$ cat config.mk
export PLATFORM = sky130hd
export DESIGN_NAME = fifo_wptr_full_flat
export DESIGN_NICKNAME = d
export VERILOG_FILES = /design/src/rtl/fifo_wptr_full_if.sv /design/src/rtl/fifo_wptr_full.sv /design/src/flat_wrapper.sv
export SDC_FILE = /design/constraint.sdc
export NUM_CORES = 1
export LEC_CHECK = 0
export CAP_MARGIN = 20
export CORE_UTILIZATION = 45
export DETAILED_ROUTE_END_ITERATION = 16
export PLACE_DENSITY = 0.84
export SYNTH_ARGS = -nofsm -noshare
export SYNTH_HDL_FRONTEND = slang
export SYNTH_SLANG_ARGS = --single-unit
$ cat constraint.sdc
create_clock -name clk -period 4.7 [get_ports clk]
set_input_delay 1.41 -clock clk [delete_from_list [all_inputs] [get_ports clk]]
set_output_delay 1.41 -clock clk [all_outputs]
set_load 0.01 [all_outputs]
$ cat src/rtl/fifo_wptr_full_if.sv
// Write-side bundle of the async FIFO pointer block; master is the pointer logic, slave the producer/RAM side.
// The overflow signal exists only when FIFO_OVERFLOW_DET_EN is defined.
interface fifo_wptr_full_if #(
  parameter int ADDR_WIDTH = 4
);
  logic                  winc;
  logic [ADDR_WIDTH:0]   rptr_sync;
  logic                  wen;
  logic [ADDR_WIDTH-1:0] waddr;
  logic [ADDR_WIDTH:0]   wptr;
  logic                  wfull;
  logic                  almost_full;
  logic [ADDR_WIDTH:0]   wcount;
`ifdef FIFO_OVERFLOW_DET_EN
  logic                  overflow;
`endif

  modport master (
    input  winc, rptr_sync,
    output wen, waddr, wptr, wfull, almost_full, wcount
`ifdef FIFO_OVERFLOW_DET_EN
    , output overflow
`endif
  );

  modport slave (
    output winc, rptr_sync,
    input  wen, waddr, wptr, wfull, almost_full, wcount
`ifdef FIFO_OVERFLOW_DET_EN
    , input overflow
`endif
  );
endinterface

$ cat src/rtl/fifo_wptr_full.sv
// Async FIFO write pointer / full generator: wen+waddr same cycle, flags and Gray pointer one edge later, writes while full dropped.
// Optional sticky overflow flag under FIFO_OVERFLOW_DET_EN.
module fifo_wptr_full #(
  parameter int ADDR_WIDTH         = 4,
  parameter int ALMOST_FULL_THRESH = 12
) (
  input logic            clk,
  input logic            reset,
  fifo_wptr_full_if.master bus
);
  localparam int AW = ADDR_WIDTH;
  localparam logic [AW:0] AF_THRESH = (AW+1)'(ALMOST_FULL_THRESH);

  generate
    if (AW < 2) begin : g_bad_aw
      $error("fifo_wptr_full: ADDR_WIDTH must be at least 2");
    end
    if (ALMOST_FULL_THRESH < 1 || ALMOST_FULL_THRESH > (1 << AW)) begin : g_bad_thresh
      $error("fifo_wptr_full: ALMOST_FULL_THRESH out of range");
    end
  endgenerate

  function automatic logic [AW:0] gray2bin(input logic [AW:0] g);
    logic [AW:0] b;
    b[AW] = g[AW];
    for (int i = AW - 1; i >= 0; i--) begin
      b[i] = b[i+1] ^ g[i];
    end
    return b;
  endfunction

  logic [AW:0] wbin;
  logic [AW:0] wgray;
  logic        full_q;
  logic        afull_q;
  logic [AW:0] count_q;

  logic        accept;
  logic [AW:0] wbin_next;
  logic [AW:0] wgray_next;
  logic [AW:0] rbin;
  logic [AW:0] count_next;
  logic [AW:0] rptr_full_pat;

  assign accept     = bus.winc & ~full_q;
  assign wbin_next  = wbin + {{AW{1'b0}}, accept};
  assign wgray_next = wbin_next ^ (wbin_next >> 1);
  assign rbin       = gray2bin(bus.rptr_sync);
  assign count_next = wbin_next - rbin;

  // Full when the write pointer is exactly one lap ahead: top two Gray bits inverted.
  assign rptr_full_pat = {~bus.rptr_sync[AW:AW-1], bus.rptr_sync[AW-2:0]};

  always_ff @(posedge clk or posedge reset) begin
    if (reset) begin
      wbin    <= '0;
      wgray   <= '0;
      full_q  <= 1'b0;
      afull_q <= 1'b0;
      count_q <= '0;
    end else begin
      wbin    <= wbin_next;
      wgray   <= wgray_next;
      full_q  <= (wgray_next == rptr_full_pat);
      afull_q <= (count_next >= AF_THRESH);
      count_q <= count_next;
    end
  end

`ifdef FIFO_OVERFLOW_DET_EN
  logic ovf_q;

  always_ff @(posedge clk or posedge reset) begin
    if (reset) begin
      ovf_q <= 1'b0;
    end else if (bus.winc && full_q) begin
      ovf_q <= 1'b1;
    end
  end

  assign bus.overflow = ovf_q;
`endif

  assign bus.wen         = accept;
  assign bus.waddr       = wbin[AW-1:0];
  assign bus.wptr        = wgray;
  assign bus.wfull       = full_q;
  assign bus.almost_full = afull_q;
  assign bus.wcount      = count_q;
endmodule
$ cat src/flat_wrapper.sv
// flat-port wrapper written by rule: the top's interface ports become plain ports
module fifo_wptr_full_flat 
#(
  parameter int ADDR_WIDTH         = 4,
  parameter int ALMOST_FULL_THRESH = 12
)
  (clk, reset, bus_winc, bus_rptr_sync, bus_wen, bus_waddr, bus_wptr, bus_wfull, bus_almost_full, bus_wcount);
  fifo_wptr_full_if #(.ADDR_WIDTH(ADDR_WIDTH)) bus_i ();
  input logic clk;
  input logic reset;
  input wire logic [$bits(bus_i.winc)-1:0] bus_winc;
  input wire logic [$bits(bus_i.rptr_sync)-1:0] bus_rptr_sync;
  output wire logic [$bits(bus_i.wen)-1:0] bus_wen;
  output wire logic [$bits(bus_i.waddr)-1:0] bus_waddr;
  output wire logic [$bits(bus_i.wptr)-1:0] bus_wptr;
  output wire logic [$bits(bus_i.wfull)-1:0] bus_wfull;
  output wire logic [$bits(bus_i.almost_full)-1:0] bus_almost_full;
  output wire logic [$bits(bus_i.wcount)-1:0] bus_wcount;
  assign bus_i.winc = bus_winc;
  assign bus_i.rptr_sync = bus_rptr_sync;
  assign bus_wen = bus_i.wen;
  assign bus_waddr = bus_i.waddr;
  assign bus_wptr = bus_i.wptr;
  assign bus_wfull = bus_i.wfull;
  assign bus_almost_full = bus_i.almost_full;
  assign bus_wcount = bus_i.wcount;
  fifo_wptr_full #(.ADDR_WIDTH(ADDR_WIDTH), .ALMOST_FULL_THRESH(ALMOST_FULL_THRESH)) u_core (.clk(clk), .reset(reset), .bus(bus_i));
endmodule
---- Word level (Yosys, flattened, before mapping) ----
Index checks and enable logic that the tools add are counted.
operators by class
  magnitude comparators ................... 1
  bitwise gates (word level) .............. 8
  equality and inequality tests ........... 1
  $add $sub $neg .......................... 2
operators by type and width
  cell                count
  $add 5x1->5         1
  $eq 5x5->1          1
  $ge 5x4->1 const B  1
  $sub 5x5->5         1
  $xor 5x4->5         1
  $xor 1x1->1         4
  $not 2->2           1
  $and 1x1->1         1
  $not 1->1           1
word-level totals
  input bits .............................. 8
  output and inout port bits .............. 17
  flip-flop bits (word level) ............. 17
  logic and storage cells ................. 17

---- Depth between registers and ports, before layout ----
  depth in word-level cells ............... 6
  mapped depth ............................ 10
  gate-level depth less buffers ........... 10

---- Least setup slack after synthesis ----
OpenSTA, ideal clock, no wires.
  path type ............................... in2reg
  from .................................... in bus_rptr_sync[4]
  to ...................................... reg u_core.afull_q (netlist: u_core.bus.almost_full)
  setup time .............................. 0.138 ns
  slack ................................... 0.853 ns
  path buffers ............................ 0
  stages .................................. 10
  data required time ...................... 4.562 ns
  arrival ................................. 3.709 ns
  cells stage by stage .................... xnor2_1 -> xor2_1 -> xor2_1 -> xnor2_1 -> ha_1 -> fa_1 -> nor2b_1 -> o21ai_1 -> and3_1 -> or4b_1
between the ends
  word-level cells in the longest chain between the ends .. 6
RTL lines
  element                    line                  RTL
  start, declared            flat_wrapper.sv:12    input wire logic [$bits(bus_i.rptr_sync)-1:0] bus_rptr_sync;
  $xor 1x1->1 (4 in series)  fifo_wptr_full.sv:27  b[i] = b[i+1] ^ g[i];
  $sub 5x5->5 (*)            fifo_wptr_full.sv:49  assign count_next = wbin_next - rbin;
  $ge 5x4->1 (*)             fifo_wptr_full.sv:65  afull_q <= (count_next >= AF_THRESH);
  end signal, assigned       fifo_wptr_full.sv:65
  end, declared              fifo_wptr_full.sv:35  logic afull_q;
Mark *: on every way between the ends. The rest lies on a longest branch, timed or not.

---- Worst setup path in the final report ----
Ends and elaborated chain as after synthesis.

==> impl_metrics.py <==
metrics = {
    "clocking": {
        "cts_inserted_buffers": 3,
        "ctsResizeCount": 0,
        "clockBufferDepth": 2,
        "cts.reportedPaths.clkPinSlew_ns": 0.09,
        "post_cts_setup_repair_buffer_count": 0,
        "clock_latency_reported_for_the_late_side_of_the_worst_skew_pair_ns": 0.28,
        "cts-hold-fix-buffers": 0,
        "cts.htree.levels": 1,
        "cts.sink_count": 16,
        "cts_root_buffer": "sky130_fd_sc_hd__clkbuf_4",
        "clock_tree_from_tritoncts": "done",
    },
    "setup_path": {
        "r2r_setup_slack_ns": 1.87,
        "cell_by_cell_trace_of_the_critical_path": "clkdlybuf4s50_1, xnor2_1, xor2_1, xor2_1, xnor2_1, ha_1, fa_1, nor2b_1, o21ai_1, and3_1, or4b_1",
        "critical_path_arrival_ns": 4.48,
        "timing.critical_path.from_type": "primary input",
        "setup.worst_path.start": "bus_rptr_sync[4]",
        "criticalPathCategory": "in -> reg",
        "critPathMaxStageDelay_ns": 0.50,
        "cp-end-kind": "register",
        "cp_max_fo": 5,
        "crit-reg2reg-launch": "u_core.bus.wfull",
        "worst_ep_required_time_ns": 4.86,
        "cpMaxStageDelayCell": "sky130_fd_sc_hd__or4b_1",
    },
    "pwr": {
        "post-layout-total-power_mw": 1.00,
        "cellLeakagePower_nw": 0.539,
        "ir_worst_vdd_mv": 0.426,
        "power_per_cell_area_nw_per_um2": 822,
    },
    "sta": {
        "setup_slack_ns": 0.373,
        "final.hold.worst_slack_ns": 0.626,
        "final_max_slew_viols": 0,
        "fmax_mhz": 231,
        "clock-skew-final_ns": 0.00497,
        "max_slew.worst_pin.slew_ns": 0.595,
        "final-hold-violation-count": 0,
        "layout_worst_path_cycle_share": 0.921,
        "setup_repair_after_global_routing_missed_its_margin": "no",
        "finalSetupViolCount": 0,
        "timing.setup.tns_ns": 0,
        "relative_slew_margins": 0.603,
        "final_period_minus_worst_setup_slack_ns": 4.33,
    },
    "synth": {
        "synth.yosys.warnings": 0,
        "synth.distinct_cells": 27,
        "synth_flop_cell": "sky130_fd_sc_hd__dfrtp_1",
        "async_reset_ff_frac": 1.00,
        "number_of_synthesized_register_bits": 16,
        "post_synth.cell_area_avg_sq_um": 11.6,
        "syn-num-nets": 94,
        "syn_inst": 79,
        "synth_edf_count": 0,
        "post_synth_instance_area_sq_um": 920,
        "synth-seq-area-share": 0.435,
    },
    "die": {
        "die_y_microns": 47.2,
        "die_width_microns": 47.2,
        "core_area_sq_um": 1820,
        "floorplan.initialDensity": 0.505,
        "fp-row-count": 15,
        "dieArea_sq_um": 2230,
        "top_level_ports": 25,
    },
    "global_routing": {
        "grt_antenna_before_repair": 0,
        "grt_overflow_total": 0,
        "largest_net_degree_at_the_start_of_global_routing": 17,
        "track_usage": 0.186,
        "first_pass_grt_wire_length_microns": 2790,
        "grt_pass1_vias": 651,
    },
    "hold_path": {
        "hold_path.class": "reg -> reg",
        "worst_hold_startpoint": "u_core.wbin[0]",
    },
    "drt": {
        "drt-wirelength-per-cell_microns": 12.6,
        "vias_per_cell": 5.08,
        "drc_marker_count_from_the_first_detailed_route_iteration": 8,
        "count_of_nets_left_with_antenna_violations_after_detail_routing": 0,
        "vias": 666,
        "drcViolationCount": 0,
        "first_pass_drt_iterations": 4,
        "routed_wl_microns": 1650,
    },
    "cells_and_area": {
        "design_area_sq_um": 1220,
        "finalCoreUtilization": 0.671,
        "antennaDiodeCount": 0,
        "area_delta_synth_final_pct": 32.9,
        "drive_gt1_frac": 0.104,
        "finish.cell_count_without_fillers": 131,
        "layout.nets": 122,
    },
    "placed_design": {
        "placed_cells_incl_taps": 127,
        "hpwl_microns": 1340,
        "pre_cts_worst_setup_slack_ns": 0.0910,
        "dpl_cell_area_sq_um": 1190,
        "io_buffer_count": 24,
        "place.gp.congestion": 0.697,
    },
    "run": {
        "max_cap_viol_count": 0,
    },
    "status": {
        "outcome": "finished, final reports clean",
    },
}
==> final timing paths <==
path / endpoint / depth (start not counted)
max: u_core.bus.almost_full / 11
min: u_core.wbin[0] / 1
max reg2reg: u_core.bus.almost_full / 9
min reg2reg: u_core.wbin[0] / 1
max in group asynchronous: u_core.wbin[1] / 2
min in group asynchronous: u_core.bus.wptr[2] / 2
==> critical path: cells and delay by family <==
kind,cells,cell delay (ns)
buffers and inverters,1,0.48
adders and majority gates,2,0.71
xor gates and xnor gates,4,0.97
AOI/OAI and AO/OA,1,0.08
and+or+nand+nor,3,0.83
==> cell usage after synthesis, types with 2 or more instances <==
library cell	instances	area share
sky130_fd_sc_hd__nor2b_1	2	0.014
sky130_fd_sc_hd__inv_1	9	0.037
sky130_fd_sc_hd__xor2_2	2	0.035
sky130_fd_sc_hd__xnor2_2	2	0.035
sky130_fd_sc_hd__nand3_1	4	0.022
sky130_fd_sc_hd__xor2_1	6	0.057
sky130_fd_sc_hd__ha_1	6	0.082
sky130_fd_sc_hd__dfrtp_1	16	0.44
sky130_fd_sc_hd__nand2_1	2	0.0082
sky130_fd_sc_hd__a21oi_1	2	0.011
sky130_fd_sc_hd__xnor2_1	12	0.11
==> power breakdown <==
group          internal (mW)  switching [mW]
Combinational          0.342           0.309
Sequential             0.215          0.0492
Clock                 0.0470          0.0411
==> state kept, by name (all words and copies together) (netlist names) <==
register                cells
u_core.bus.almost_full      1
u_core.bus.wcount           5
u_core.bus.wfull            1
u_core.bus.wptr             4
u_core.wbin                 5
==> per-layer routing <==
| layer | share of wire | GRT usage |
|---|---|---|
| met2 | 0.51 | 0.325 |
| met3 | 0.056 | 0.0500 |
| met5 | 0 | 0 |
| met1 | 0.42 | 0.224 |
| met4 | 0.012 | 0.0571 |
==> cell usage in the layout, fill, tap and decap left out, types with 2 or more instances in the layout <==
cell type / n
sky130_fd_sc_hd__a21oi_1: 2
sky130_fd_sc_hd__clkbuf_4: 3
sky130_fd_sc_hd__clkdlybuf4s50_1: 24
sky130_fd_sc_hd__dfrtp_1: 16
sky130_fd_sc_hd__ha_1: 6
sky130_fd_sc_hd__inv_1: 9
sky130_fd_sc_hd__nand2_1: 2
sky130_fd_sc_hd__nand3_1: 4
sky130_fd_sc_hd__nor2b_1: 2
sky130_fd_sc_hd__xnor2_1: 12
sky130_fd_sc_hd__xnor2_2: 2
sky130_fd_sc_hd__xor2_1: 6
sky130_fd_sc_hd__xor2_2: 2
==> logic make-up (layout without fill, tap and decap cells) <==
kind of cell               Yosys count  after routing  synth area share
xor gates and xnor gates            22             22             0.242
DFF                                 16             16             0.435
and+or+nand+nor                     15             15            0.0980
buffers and inverters               10             37            0.0422
AOI/OAI and AO/OA                    8              8            0.0680
adders and majority gates            7              7             0.103
muxes                                1              1            0.0109
==> layout make-up <==
type,instances,area [sq um]
Clock buffer,4,36.3
Fill cell,149,598
Timing Repair Buffer,24,240
Tap cell,25,31.3
Multi-Input combinational cell,53,480
Inverter,9,33.8
Sequential cell,16,400
(Power assumes the default switching activity.)
==> variant, RTL diff (config.mk and constraints unchanged) <==
`ADDR_WIDTH` is set to 4 in 3 places; all go to 6.
--- a/src/rtl/fifo_wptr_full_if.sv
+++ b/src/rtl/fifo_wptr_full_if.sv
@@ -2,5 +2,5 @@
 // The overflow signal exists only when FIFO_OVERFLOW_DET_EN is defined.
 interface fifo_wptr_full_if #(
-  parameter int ADDR_WIDTH = 4
+  parameter int ADDR_WIDTH = 6
 );
   logic                  winc;
--- a/src/rtl/fifo_wptr_full.sv
+++ b/src/rtl/fifo_wptr_full.sv
@@ -2,5 +2,5 @@
 // Optional sticky overflow flag under FIFO_OVERFLOW_DET_EN.
 module fifo_wptr_full #(
-  parameter int ADDR_WIDTH         = 4,
+  parameter int ADDR_WIDTH         = 6,
   parameter int ALMOST_FULL_THRESH = 12
 ) (
--- a/src/flat_wrapper.sv
+++ b/src/flat_wrapper.sv
@@ -2,5 +2,5 @@
 module fifo_wptr_full_flat 
 #(
-  parameter int ADDR_WIDTH         = 4,
+  parameter int ADDR_WIDTH         = 6,
   parameter int ALMOST_FULL_THRESH = 12
 )
Interface: changed (resized bus_rptr_sync, bus_waddr, bus_wcount and bus_wptr); port bits go from 25 to 33. The function was not compared with the original's and may differ.
==> variant against the original RTL <==
Clock power decreased by 7.6%; final area increased by 40%; via count increased by 39%; setup slack got worse by 0.062 ns; wire length increased by 49%; sequential share of layout area decreased by 0.54 points; sequential cell count increased by 6; power increased by 26%; non-clock buffer count increased by 9; synthesized area increased by 45%; first-iteration DRC count increased by 75%; largest cell class unchanged; largest power group unchanged; highest routed layer unchanged.
==> variant: results (changes against the original RTL) <==
- Syn_area_per_cell: 11.4 sq um (-2.3%)
- Filler cells: 238 (+60%)
- Rel. slew slack: 45.5% (-15 points)
- R2r setup slk: 1.75 ns (-0.12 ns)
- Vias per inst: 5.12 (+0.63%)
- Clock latency on the worst-skew pair: 0.30 ns (+0.02 ns)
- Initial antenna violation count: 0 (unchanged)
- Root cell of the clock tree: clkbuf_4
- Total track usage: 17.4% (-1.2 points)
- Largest cells by area after synthesis: dfrtp_1, ha_1, xor2_1
- Net Count, Synth: 136 (+45%)
- Drt wl/cell: 13.6 microns (+7.7%)
- Post-cts resize count: 0 (unchanged)
- First-pass GRT wire length: 4370 microns (+57%)
- Port Buffer Count: 32 (+33%)
- DRT Wirelength: 2450 microns (+49%)
- Distinct cells, synth: 35 (+30%)
- Critical path arrival: 4.63 ns (+0.15 ns)
- Worst r2r path cells: 11 (+2)
- Status: complete, no violations
- DRT iter0 DRCs: 14 (+6)
- Sequential area share after synthesis: 41.4% (-2.1 points)
- Cell total after placement: 178 (+40%)
- Largest net degree at the start of global routing: 23 (+6)
- # Post-CTS Setup Buffers: 0 (unchanged)
- Crit. Startpoint: bus_rptr_sync[6]
- Clock transition at the registers of the reported paths: 0.11 ns (+0.02 ns)
- Fin crit period: 4.39 ns (+0.0620 ns)
- Vias in the first global route: 976 (+50%)
- Maximum vdd drop: 0.504 mV (+18%)
- Post-place setup slack: -0.0772 ns (-0.168 ns)
- Synth top cells by count: dfrtp_1, inv_1, xor2_1, ha_1, xnor2_1
- Pre-antenna DRT Iters: 4 (unchanged)
- Ant. Diodes: 0 (unchanged)
- TritonCTS Buffers: 3 (unchanged)
- Leakage: 0.799 nW (+48%)
- Nets: 171 (+40%)
- Final HPWL DP: 1980 microns (+48%)
- Share of layout cells above drive strength 1: 7.33% (-3.0 points)
- RD Place Congestion: 0.831 (+19%)
- CP max FO: 3 (-2)
- Final Skew: 0.00612 ns (+0.00115 ns)
## variant: changes by cell type after synthesis, moves of 3 or more
cell	before	now
dfrtp_1	16	22
xnor3_1	0	3
xor2_1	6	11
nand2_1	2	6
xnor2_1	12	7
nor2_1	0	5
## variant: critical path, cell delays in order
cell	delay, ns
clkdlybuf4s50_1	0.52
xnor3_2	0.48
xor2_2	0.21
xor2_2	0.22
xor2_2	0.23
xnor2_1	0.15
ha_1	0.20
fa_1	0.21
nor2b_1	0.06
o21ai_1	0.23
a211oi_2	0.13
or3b_2	0.47
nand4bb_1	0.10
## variant: how the worst min path moves through the flow
stage	from	to	slack (ns)	cells after the start
5_1_grt	u_core.wbin[6]$_DFF_PP0_	u_core.wbin[6]$_DFF_PP0_	0.66	1
3_3_place_gp	u_core.wbin[6]$_DFF_PP0_	u_core.wbin[6]$_DFF_PP0_	0.59	1
2_1_floorplan	u_core.wbin[6]$_DFF_PP0_	u_core.wbin[6]$_DFF_PP0_	0.62	1
4_1_cts	u_core.wbin[6]$_DFF_PP0_	u_core.wbin[6]$_DFF_PP0_	0.64	1
6_report	u_core.wbin[6]$_DFF_PP0_	u_core.wbin[6]$_DFF_PP0_	0.63	1
3_5_place_dp	u_core.wbin[6]$_DFF_PP0_	u_core.wbin[6]$_DFF_PP0_	0.62	1
## variant: report_power, final
part	switching, mW	internal [mW]	leakage [nW]	total [mW]
combinational	0.400	0.433	0.523	0.834
clock	0.0516	0.0298	0.0138	0.0814
sequential	0.0619	0.286	0.262	0.348
## variant: cell families (layout without fill, tap and decap cells)
group,after synthesis,count (layout),synth area share (%)
fa+ha+maj,9,9,9.03
flops,22,22,41.4
simple gates,29,29,11.8
mux,1,1,0.753
compound gates,16,16,8.47
buf+inv,14,47,4.23
xor+xnor,26,26,24.4
## variant: area by class of cell
class,instances,area [sq um],share of cell area (%)
tap,31,38.8,2.27
inverter,11,41.3,2.42
sequential,22,551,32.2
multi-input combinational,81,728,42.6
clock buffer,3,22.5,1.32
timing repair buffer,33,328,19.2
## variant: layer usage
layer | wire (microns) | up-vias | track usage (%)
met5 | 0 | - | 0
met4 | 18 | 0 | 4.18
met3 | 112 | 2 | 3.00
met2 | 1200 | 26 | 28.6
met1 | 1120 | 435 | 24.3
li1 | - | 463 | -
